===== config.mk =====
export PLATFORM = sky130hd
export DESIGN_NAME = qdec_mvd_egk_dec
export DESIGN_NICKNAME = d
export VERILOG_FILES = /design/src/rtl/qdec_mvd_egk_dec.sv
export SDC_FILE = /design/constraint.sdc
export NUM_CORES = 1
export LEC_CHECK = 0
export CORE_UTILIZATION = 59
export DETAILED_ROUTE_END_ITERATION = 12
export PLACE_DENSITY = 0.81
export SLEW_MARGIN = 20
export SYNTH_ARGS = -nofsm -noshare
export SYNTH_HDL_FRONTEND = slang
export SYNTH_SLANG_ARGS = --single-unit

===== constraint.sdc =====
create_clock -name clk -period 5.7 [get_ports clk]
set_clock_uncertainty 0.1 [all_clocks]
set_input_delay 0.855 -clock clk [delete_from_list [all_inputs] [get_ports clk]]
set_output_delay 0.855 -clock clk [all_outputs]
set_load 0.1 [all_outputs]

===== src/rtl/qdec_mvd_egk_dec.sv =====
// qdec_mvd_egk_dec
//   MVD syntax decoder for the CABAC front end. It issues one bin request at a
//   time to the arithmetic decoder. For NUM_COMP components it decodes:
//   - abs_mvd_greater0/1 flags (context-coded),
//   - abs_mvd_minus2 as an EGk bypass code,
//   - mvd_sign_flag (bypass).
//   It then presents the signed MVDs with a one-cycle valid pulse.
//
//   Optional feature macro: MVD_PREFIX_CHECK_EN
//     Enables the EGk prefix overflow check and drives mvd_err.
//     Without it, mvd_err is tied 0 and acc wraps modulo 2^MVD_W.
//
// Ports
//   clk, rst    clock, synchronous active-high reset
//   mvd_start   start pulse, accepted only in IDLE
//   ctx_addr    context address of the current request
//   dec_run     one-cycle bin request
//   ep_mode     1 = bypass bin, 0 = context bin
//   dec_rdy     decoder can accept a request
//   bin         decoded bin
//   bin_vld     bin valid
//   mvd         packed signed MVDs (comp0 in LSBs), written only on completion
//   mvd_vld     one-cycle pulse: mvd updated
//   mvd_done    one-cycle completion pulse, cycle after mvd_vld
//   mvd_err     sticky prefix overflow flag
module qdec_mvd_egk_dec #(
    parameter int NUM_COMP   = 2,
    parameter int MVD_W      = 16,
    parameter int EGK_ORDER  = 1,
    parameter int MAX_PREFIX = 15,
    parameter int CTX_W      = 10,
    parameter int CTX_GT0    = 0,
    parameter int CTX_GT1    = 1
) (
    input  logic                      clk,
    input  logic                      rst,
    input  logic                      mvd_start,
    output logic [CTX_W-1:0]          ctx_addr,
    output logic                      dec_run,
    output logic                      ep_mode,
    input  logic                      dec_rdy,
    input  logic                      bin,
    input  logic                      bin_vld,
    output logic [NUM_COMP*MVD_W-1:0] mvd,
    output logic                      mvd_vld,
    output logic                      mvd_done,
    output logic                      mvd_err
);

    typedef enum logic [2:0] {IDLE, GT0, GT1, PFX, SFX, SIGN, OUT} state_t;

    localparam int CW = (NUM_COMP > 1) ? $clog2(NUM_COMP) : 1;
    localparam int KW = 8;

    state_t                      state;
    logic [CW-1:0]               c;
    logic                        pending;
    logic [NUM_COMP-1:0]         gt0;
    logic [NUM_COMP-1:0]         gt1;
    logic [MVD_W-1:0]            acc;
    logic [KW-1:0]               k;
    logic [NUM_COMP*MVD_W-1:0]   res;
    logic                        out_q;
`ifdef MVD_PREFIX_CHECK_EN
    logic [KW-1:0]               pcnt;
`endif

    logic                        take;
    logic                        bin_state;
    logic [NUM_COMP-1:0]         gt0_upd;
    logic [NUM_COMP-1:0]         gt1_upd;
    logic                        fs_found;
    logic [CW-1:0]               fs_idx;
    logic                        nx_found;
    logic [CW-1:0]               nx_idx;
    logic [MVD_W-1:0]            abs_v;
    logic [MVD_W-1:0]            sgn_v;

    assign take      = pending & bin_vld;
    assign bin_state = (state == GT0) || (state == GT1) || (state == PFX) ||
                       (state == SFX) || (state == SIGN);

    // Flag vectors include the bin being consumed this cycle. This lets the
    // component search pick the next target without an extra state.
    // fs_* is the first component with gt0 set.
    // nx_* is the first component after c with gt0 set.
    always_comb begin
        gt0_upd = gt0;
        gt1_upd = gt1;
        if (state == GT0) gt0_upd[c] = bin;
        if (state == GT1) gt1_upd[c] = bin;
        fs_found = 1'b0;
        fs_idx   = '0;
        nx_found = 1'b0;
        nx_idx   = '0;
        for (int unsigned i = 0; i < NUM_COMP; i++) begin
            if (gt0_upd[i] && !fs_found) begin
                fs_found = 1'b1;
                fs_idx   = CW'(i);
            end
            if (gt0_upd[i] && (i > 32'(c)) && !nx_found) begin
                nx_found = 1'b1;
                nx_idx   = CW'(i);
            end
        end
        abs_v = gt0[c] ? (gt1[c] ? acc + MVD_W'(2) : MVD_W'(1)) : '0;
        sgn_v = bin ? ('0 - abs_v) : abs_v;
    end

`ifndef MVD_PREFIX_CHECK_EN
    assign mvd_err = 1'b0;
`endif

    always_ff @(posedge clk) begin
        if (rst) begin
            state    <= IDLE;
            c        <= '0;
            pending  <= 1'b0;
            gt0      <= '0;
            gt1      <= '0;
            acc      <= '0;
            k        <= '0;
            res      <= '0;
            out_q    <= 1'b0;
            dec_run  <= 1'b0;
            ep_mode  <= 1'b0;
            ctx_addr <= '0;
            mvd      <= '0;
            mvd_vld  <= 1'b0;
            mvd_done <= 1'b0;
`ifdef MVD_PREFIX_CHECK_EN
            pcnt     <= '0;
            mvd_err  <= 1'b0;
`endif
        end else begin
            dec_run  <= 1'b0;
            mvd_vld  <= 1'b0;
            out_q    <= 1'b0;
            mvd_done <= out_q;
            if (take) pending <= 1'b0;

            // Request and consume are mutually exclusive through pending.
            // This gives the two-cycle minimum per bin.
            if (bin_state && !pending && dec_rdy) begin
                dec_run  <= 1'b1;
                pending  <= 1'b1;
                ep_mode  <= (state == PFX) || (state == SFX) || (state == SIGN);
                ctx_addr <= (state == GT1) ? CTX_W'(CTX_GT1) : CTX_W'(CTX_GT0);
            end

            case (state)
                IDLE: begin
                    if (mvd_start) begin
                        state <= GT0;
                        c     <= '0;
                        gt0   <= '0;
                        gt1   <= '0;
                        res   <= '0;
`ifdef MVD_PREFIX_CHECK_EN
                        mvd_err <= 1'b0;
`endif
                    end
                end
                GT0: begin
                    if (take) begin
                        gt0[c] <= bin;
                        if (32'(c) == NUM_COMP - 1) begin
                            c     <= fs_idx;
                            state <= fs_found ? GT1 : OUT;
                        end else begin
                            c <= c + 1'b1;
                        end
                    end
                end
                GT1: begin
                    if (take) begin
                        gt1[c] <= bin;
                        if (nx_found) begin
                            c <= nx_idx;
                        end else begin
                            c     <= fs_idx;
                            acc   <= '0;
                            k     <= KW'(EGK_ORDER);
                            state <= gt1_upd[fs_idx] ? PFX : SIGN;
`ifdef MVD_PREFIX_CHECK_EN
                            pcnt  <= '0;
`endif
                        end
                    end
                end
                PFX: begin
                    if (take) begin
                        if (bin) begin
`ifdef MVD_PREFIX_CHECK_EN
                            if (pcnt == KW'(MAX_PREFIX)) begin
                                mvd_err <= 1'b1;
                                state   <= OUT;
                            end else begin
                                acc  <= acc + (MVD_W'(1) << k);
                                k    <= k + 1'b1;
                                pcnt <= pcnt + 1'b1;
                            end
`else
                            acc <= acc + (MVD_W'(1) << k);
                            k   <= k + 1'b1;
`endif
                        end else begin
                            state <= (k == '0) ? SIGN : SFX;
                        end
                    end
                end
                SFX: begin
                    // Suffix bit weight is 2^(k-1), MSB first.
                    if (take) begin
                        acc <= acc + (MVD_W'(bin) << (k - 1'b1));
                        k   <= k - 1'b1;
                        if (k == KW'(1)) state <= SIGN;
                    end
                end
                SIGN: begin
                    if (take) begin
                        res[32'(c)*MVD_W +: MVD_W] <= sgn_v;
                        if (nx_found) begin
                            c     <= nx_idx;
                            acc   <= '0;
                            k     <= KW'(EGK_ORDER);
                            state <= gt1[nx_idx] ? PFX : SIGN;
`ifdef MVD_PREFIX_CHECK_EN
                            pcnt  <= '0;
`endif
                        end else begin
                            state <= OUT;
                        end
                    end
                end
                OUT: begin
                    if (!mvd_err) begin
                        mvd     <= res;
                        mvd_vld <= 1'b1;
                    end
                    out_q <= 1'b1;
                    state <= IDLE;
                end
                default: state <= IDLE;
            endcase
        end
    end

endmodule

## Yosys cells after proc, flatten, opt, wreduce, memory -nomap -nowiden

Index checks and enable logic that the tools add are counted.

- Register bits after elaboration: 111
- Input bits: 6
- Output and inout port bits: 47
- Word-level logic and storage cells: 153

- Add/subtract/negate cells: 8
- Order comparisons: 5
- Equal/unequal tests: 19
- Shift operators: 4
- Multiplexer cells: 75
- Bitwise logic cells: 1
- Reductions and logical operators: 27

Operators by type and width:

| operator | count |
|---|---|
| 16-bit 2-to-1 mux | 10 |
| 32-bit 2-to-1 mux | 2 |
| 16-bit case mux with 4 select lines | 1 |
| 32-bit case mux with 2 select lines | 1 |
| 8-bit 2-to-1 mux | 7 |
| 3-bit 2-to-1 mux | 14 |
| 5-bit negation with 34-bit output | 1 |
| 16-bit by 34-bit variable shift with 32-bit output (first input constant) | 1 |
| 16-bit by 34-bit indexed part select with 32-bit output | 1 |
| 16-bit adder | 2 |
| 32-bit bitwise mux | 1 |
| 8-bit case mux with 4 select lines | 1 |
| 1-bit 2-to-1 mux | 26 |
| 2-bit inequality test (second input constant) | 11 |
| 3-bit case mux with 6 select lines | 1 |
| 16-bit by 2-bit adder with 16-bit output (second input constant) | 1 |
| 1-bit by 8-bit left shift with 16-bit output | 1 |
| 1-bit by 8-bit left shift with 16-bit output (first input constant) | 1 |
| 1-bit by 16-bit subtractor with 16-bit output (first input constant) | 1 |
| 2-bit 2-to-1 mux | 5 |
| 10-bit AND reduction | 1 |
| 3-bit == test (second input constant) | 3 |
| 3-bit AND reduction | 3 |
| 8-bit by 1-bit adder with 8-bit output (second input constant) | 1 |
| other kinds (23) | 42 |

## Depth between registers and ports, before layout

- Depth in word-level cells: 16
- Mapped depth: 22
- Depth with buffers taken out: 19

## Worst setup path before layout

Ideal clock, no wire load.

- Path type: reg-to-reg
- From: register k[0]
- To: register acc[14]
- Arrival time: 4.087 ns
- Required time: 5.483 ns
- Setup slack: 1.397 ns
- Cell stages (with the launch flop): 19
- Path buffers: 3
- Path through: dfxtp_1 clkbuf_1 clkinv_1 ha_1 buf_2 inv_1 or3_1 o2111ai_1 nand2b_1 buf_2 o41ai_1 ha_1 a21oi_1 a21oi_1 o41ai_1 a221oi_1 a31oi_1 xnor2_1 a22o_1

- Longest elaborated chain between the ends: 5
- Elaborated cells between the ends (all ways): 9

Ends and longest elaborated chain:

| element | RTL line | source |
|---|---|---|
| start, declared | 61 | `logic [KW-1:0] k;` |
| start signal, assigned | 183 | `k <= KW'(EGK_ORDER);` |
| start signal, assigned | 205 | `k <= k + 1'b1;` |
| start signal, assigned | 216 | `k <= k - 1'b1;` |
| 8-bit by 1-bit subtractor with 8-bit output or 1-bit by 8-bit left shift with 16-bit output (tied branches) | 215, 204 |  |
| 1-bit by 8-bit left shift with 16-bit output or 16-bit adder (tied branches) | 215, 204 |  |
| 16-bit adder or 16-bit 2-to-1 mux (tied branches) | 215, 193 |  |
| 16-bit 2-to-1 mux (on tied branches) | 214, 192 |  |
| 16-bit case mux with 4 select lines * | 151 | `case (state)` |
| end signal, assigned | 204 | `acc <= acc + (MVD_W'(1) << k);` |
| end signal, assigned | 215 | `acc <= acc + (MVD_W'(bin) << (k - 1'b1));` |
| end, declared | 60 | `logic [MVD_W-1:0] acc;` |

Every way passes the cells marked *; elsewhere a longest branch is shown, timed or not. The select of a mux whose other input is x is not followed.
A chain may end at the register's enable or synchronous reset.

## Worst setup path in the final report

- From: register state[2]
- To: register acc[13]

- Longest elaborated chain between the ends: 6
- Elaborated cells between the ends (all ways): 18

Ends and longest elaborated chain:

| element | RTL line | source |
|---|---|---|
| start, declared | 55 | `state_t state;` |
| start signal, assigned | 169 | `state <= fs_found ? GT1 : OUT;` |
| start signal, assigned | 184 | `state <= gt1_upd[fs_idx] ? PFX : SIGN;` |
| start signal, assigned | 208 | `state <= (k == '0) ? SIGN : SFX;` |
| 3-bit by 1-bit == test with 1-bit output | 90 | `if (state == GT0) gt0_upd[c] = bin;` |
| 2-bit 2-to-1 mux | 90 |  |
| 1-bit logical AND | 101 | `if (gt0_upd[i] && (i > 32'(c)) && !nx_found) begin` |
| 1-bit 2-to-1 mux | 101 |  |
| 2-bit inequality test (no line) | n/a |  |
| 8-bit AND reduction (no line) | n/a |  |

Parallel ways exist; a longest one is shown, timed or not.

==> flow_summary.toml <==
[run_status]
status = "finished, final reports clean"

[cts]
cts_resized = 0
clkSinkCount = 102
cts_made_buffers = 9
insertion_delay_ns = 0.39
cts_setup_buffers = 0
h-tree-depth = 3
cts_hold_buf = 0
path_clk_slew_ns = 0.10
clockBufferDepth = 2
cts_root_buffer = "clkbuf_8"
cts_tree = "done"

[global_route]
grt_max_degree = 84
grt_pass1_wl_mm = 28.6
antenna_found_initial = 0
grt_pass1_vias = 5886
gr-usage-all-layers_pct = 30.9
grt-ovfl-total = 0

[pwr]
peakVddDrop_uv = 436
p_per_area_nw_per_um2 = 303
power.leakage_uw = 0.00250

[yosys]
synth_top_cell_by_area = "dfxtp_1"
synth_top_area_share_pct = 31.0
yosys.cell_types.count = 81
synth.cell_area_sq_um = 6590
ys_seq_area_share_pct = 31.0
synth_edf_count = 0
ys_warn_count = 0
syn_avg_cell_area_sq_um = 7.55
async_flop_share_pct = 0
synth_area_leaders = "dfxtp_1 31%, nand2_1 7.1%, a21oi_1 6.2%"
syn_inst = 872
synth_seq_cells = 102
ys.flop_type = "dfxtp_1"

[critical_path]
worstPathArrival_ns = 5.29
critPathLaunchType = "register"
critPathKind = "reg2reg"
cp_max_fo = 21
cp-endpoint = "acc[13]$_SDFFE_PP0P_"
rr_worst_depth = 13
critPathCaptureType = "register"
startpoint = "state[2]$_SDFFE_PP0P_"
crit_required_ns = 5.89
r2r_start = "state[2]$_SDFFE_PP0P_"
rrSetupSlack_ns = 0.61
timing.rr.end = "acc[13]$_SDFFE_PP0P_"

[layout]
layout.nets = 897
area_growth_syn_to_layout_pct = 7.56
layout-drive-gt1-share_pct = 5.40
diodes = 0

[routing]
vias = 6478
drt_iter0_markers = 593
wl_mm = 17.1
wl_per_cell_um = 17.0
postRouteAntennaNets = 0
avgViaCountPerCell = 6.41
drcViolationCount = 0
firstDrtPassIters = 6

[timing]
period_share_pct = 89.4
tns_ns = 0
finalHoldViolations = 0
period_needed_ns = 5.09
slew_viol_final = 0
slew_headroom_pct = 33.0
setup_viol = 0
worst_pin_slew_ns = 1.00
rsz0062_at_grt = "no"
whs_ns = 0.358
max_clock_freq_mhz = 196

[hold_path]
hold_path_class = "reg2reg"

[die]
io_pins = 53
initial_core_util_pct = 60.8
die_w_um = 108
row_count = 38
die_area_sq_um = 11600
die_y_um = 108
core-area_sq_um = 10800

[place]
numPortBuffers = 42
gp_congestion = 0.911
place.detailed.hpwl_mm = 12.0

[flow_run]
drv_cap = 0
[stage by stage]
stage	util, %	setup WS, ns	cell area, sq um	power [uW]	instances
floorplan	-	1.40	6620	1510	881
global placement	63.7	0.533	6910	1690	994
detailed placement	63.8	0.298	6910	1710	994
CTS	65.3	0.632	7080	2130	1010
global route	65.4	0.110	7090	2270	1010
finish	65.4	0.606	7090	2150	1010
[flip-flops by register name, summed over array words and instances (netlist names)]
| name | count |
|---|---|
| res | 32 |
| c | 1 |
| pending | 1 |
| gt1 | 2 |
| acc | 16 |
| dec_run | 1 |
| mvd_done | 1 |
| k | 8 |
| mvd | 32 |
| state | 3 |
| gt0 | 2 |
| ep_mode | 1 |
| ctx_addr | 1 |
| out_q | 1 |
[power breakdown]
part | switching, uW | leakage, uW | internal (uW) | total (uW)
sequential | 81.6 | 0.000823 | 742 | 824
combinational | 606 | 0.00160 | 281 | 888
clock | 272 | 0.0000772 | 162 | 434
[cells by family (layout without fill, tap and decap cells)]
group	count (synthesis)	after routing	share of synthesized area [%]
XOR/XNOR	31	31	4.12
AND/OR/NAND/NOR	350	350	25.2
other	1	10	0.0569
adder cells (fa/ha/maj)	26	26	5.05
flip-flops	102	102	31.0
AO/OA/AOI/OAI	257	257	26.3
buffers and inverters	94	83	6.59
multiplexers	11	11	1.71
[placed cells by master, fill, tap and decap left out, drive strengths merged, types with 9 or more instances in the layout]
master / count
a22o: 12
a22oi: 22
conb: 10
xnor2: 20
a21oi: 82
ha: 25
a21o: 11
nand4: 10
nand3: 35
nand2: 125
a31oi: 9
clkdlybuf4s50: 41
mux2i: 9
and2: 10
nor4: 19
xor2: 11
or3: 9
buf: 10
o21ai: 40
nor3: 24
inv: 15
dfxtp: 102
nor2: 80
clkbuf: 12
[metal layers]
| layer | part of all wire [%] | vias up | GRT usage (%) |
|---|---|---|---|
| li1 | - | 3128 | - |
| met5 | 0 | - | 0 |
| met4 | 2.7 | 0 | 12.5 |
| met2 | 45 | 236 | 47.7 |
| met3 | 5.9 | 46 | 5.51 |
| met1 | 46 | 3068 | 42.5 |
[area by class of cell]
cell class              instances  area (sq um)
multi-input cells             685          4160
fillers                       968          3750
flip-flops and latches        102          2040
repair buffers                 51           483
well taps                     140           175
clock buffers                  12           135
inverters                      16          60.1
clock inverters                 4          32.5
[worst max-delay path, cell delays in order (launching register included)]
cell       delay, ns
dfxtp_1         0.77
or3b_1          0.64
a2111oi_2       0.29
o2111ai_1       0.23
nand2b_1        0.33
o41ai_1         0.49
ha_1            0.34
a21o_1          0.19
a221oi_1        0.49
o21ai_0         0.27
o21ai_0         0.37
a21oi_1         0.13
xor2_1          0.16
a22o_1          0.18
[cell usage after synthesis, types with 9 or more instances]
master,instances
buf_2,13
nor4_1,17
clkbuf_1,44
xor2_1,11
xnor2_1,20
a22o_1,12
ha_1,25
o21ai_0,32
dfxtp_1,102
a21oi_1,82
a22oi_1,22
nor2_1,80
inv_1,14
and2_1,9
a21o_1,11
nor3_1,23
buf_4,11
a31oi_1,9
or3_1,9
nand3_1,35
mux2i_1,9
nand2_1,125
[worst min path at each step]
stage | start | endpoint | depth (start not counted)
floorplan | res[24]$_SDFFE_PP0P_ | res[24]$_SDFFE_PP0P_ | 2
finish | mvd[10]$_SDFFE_PP0P_ | mvd[10]$_SDFFE_PP0P_ | 2
global placement | ep_mode$_SDFFE_PP0P_ | ep_mode$_SDFFE_PP0P_ | 2
global route | mvd[10]$_SDFFE_PP0P_ | mvd[10]$_SDFFE_PP0P_ | 2
CTS | res[30]$_SDFFE_PP0P_ | res[30]$_SDFFE_PP0P_ | 2
detailed placement | res[30]$_SDFFE_PP0P_ | res[30]$_SDFFE_PP0P_ | 2
Note: power is estimated with default switching activity, not from simulation.
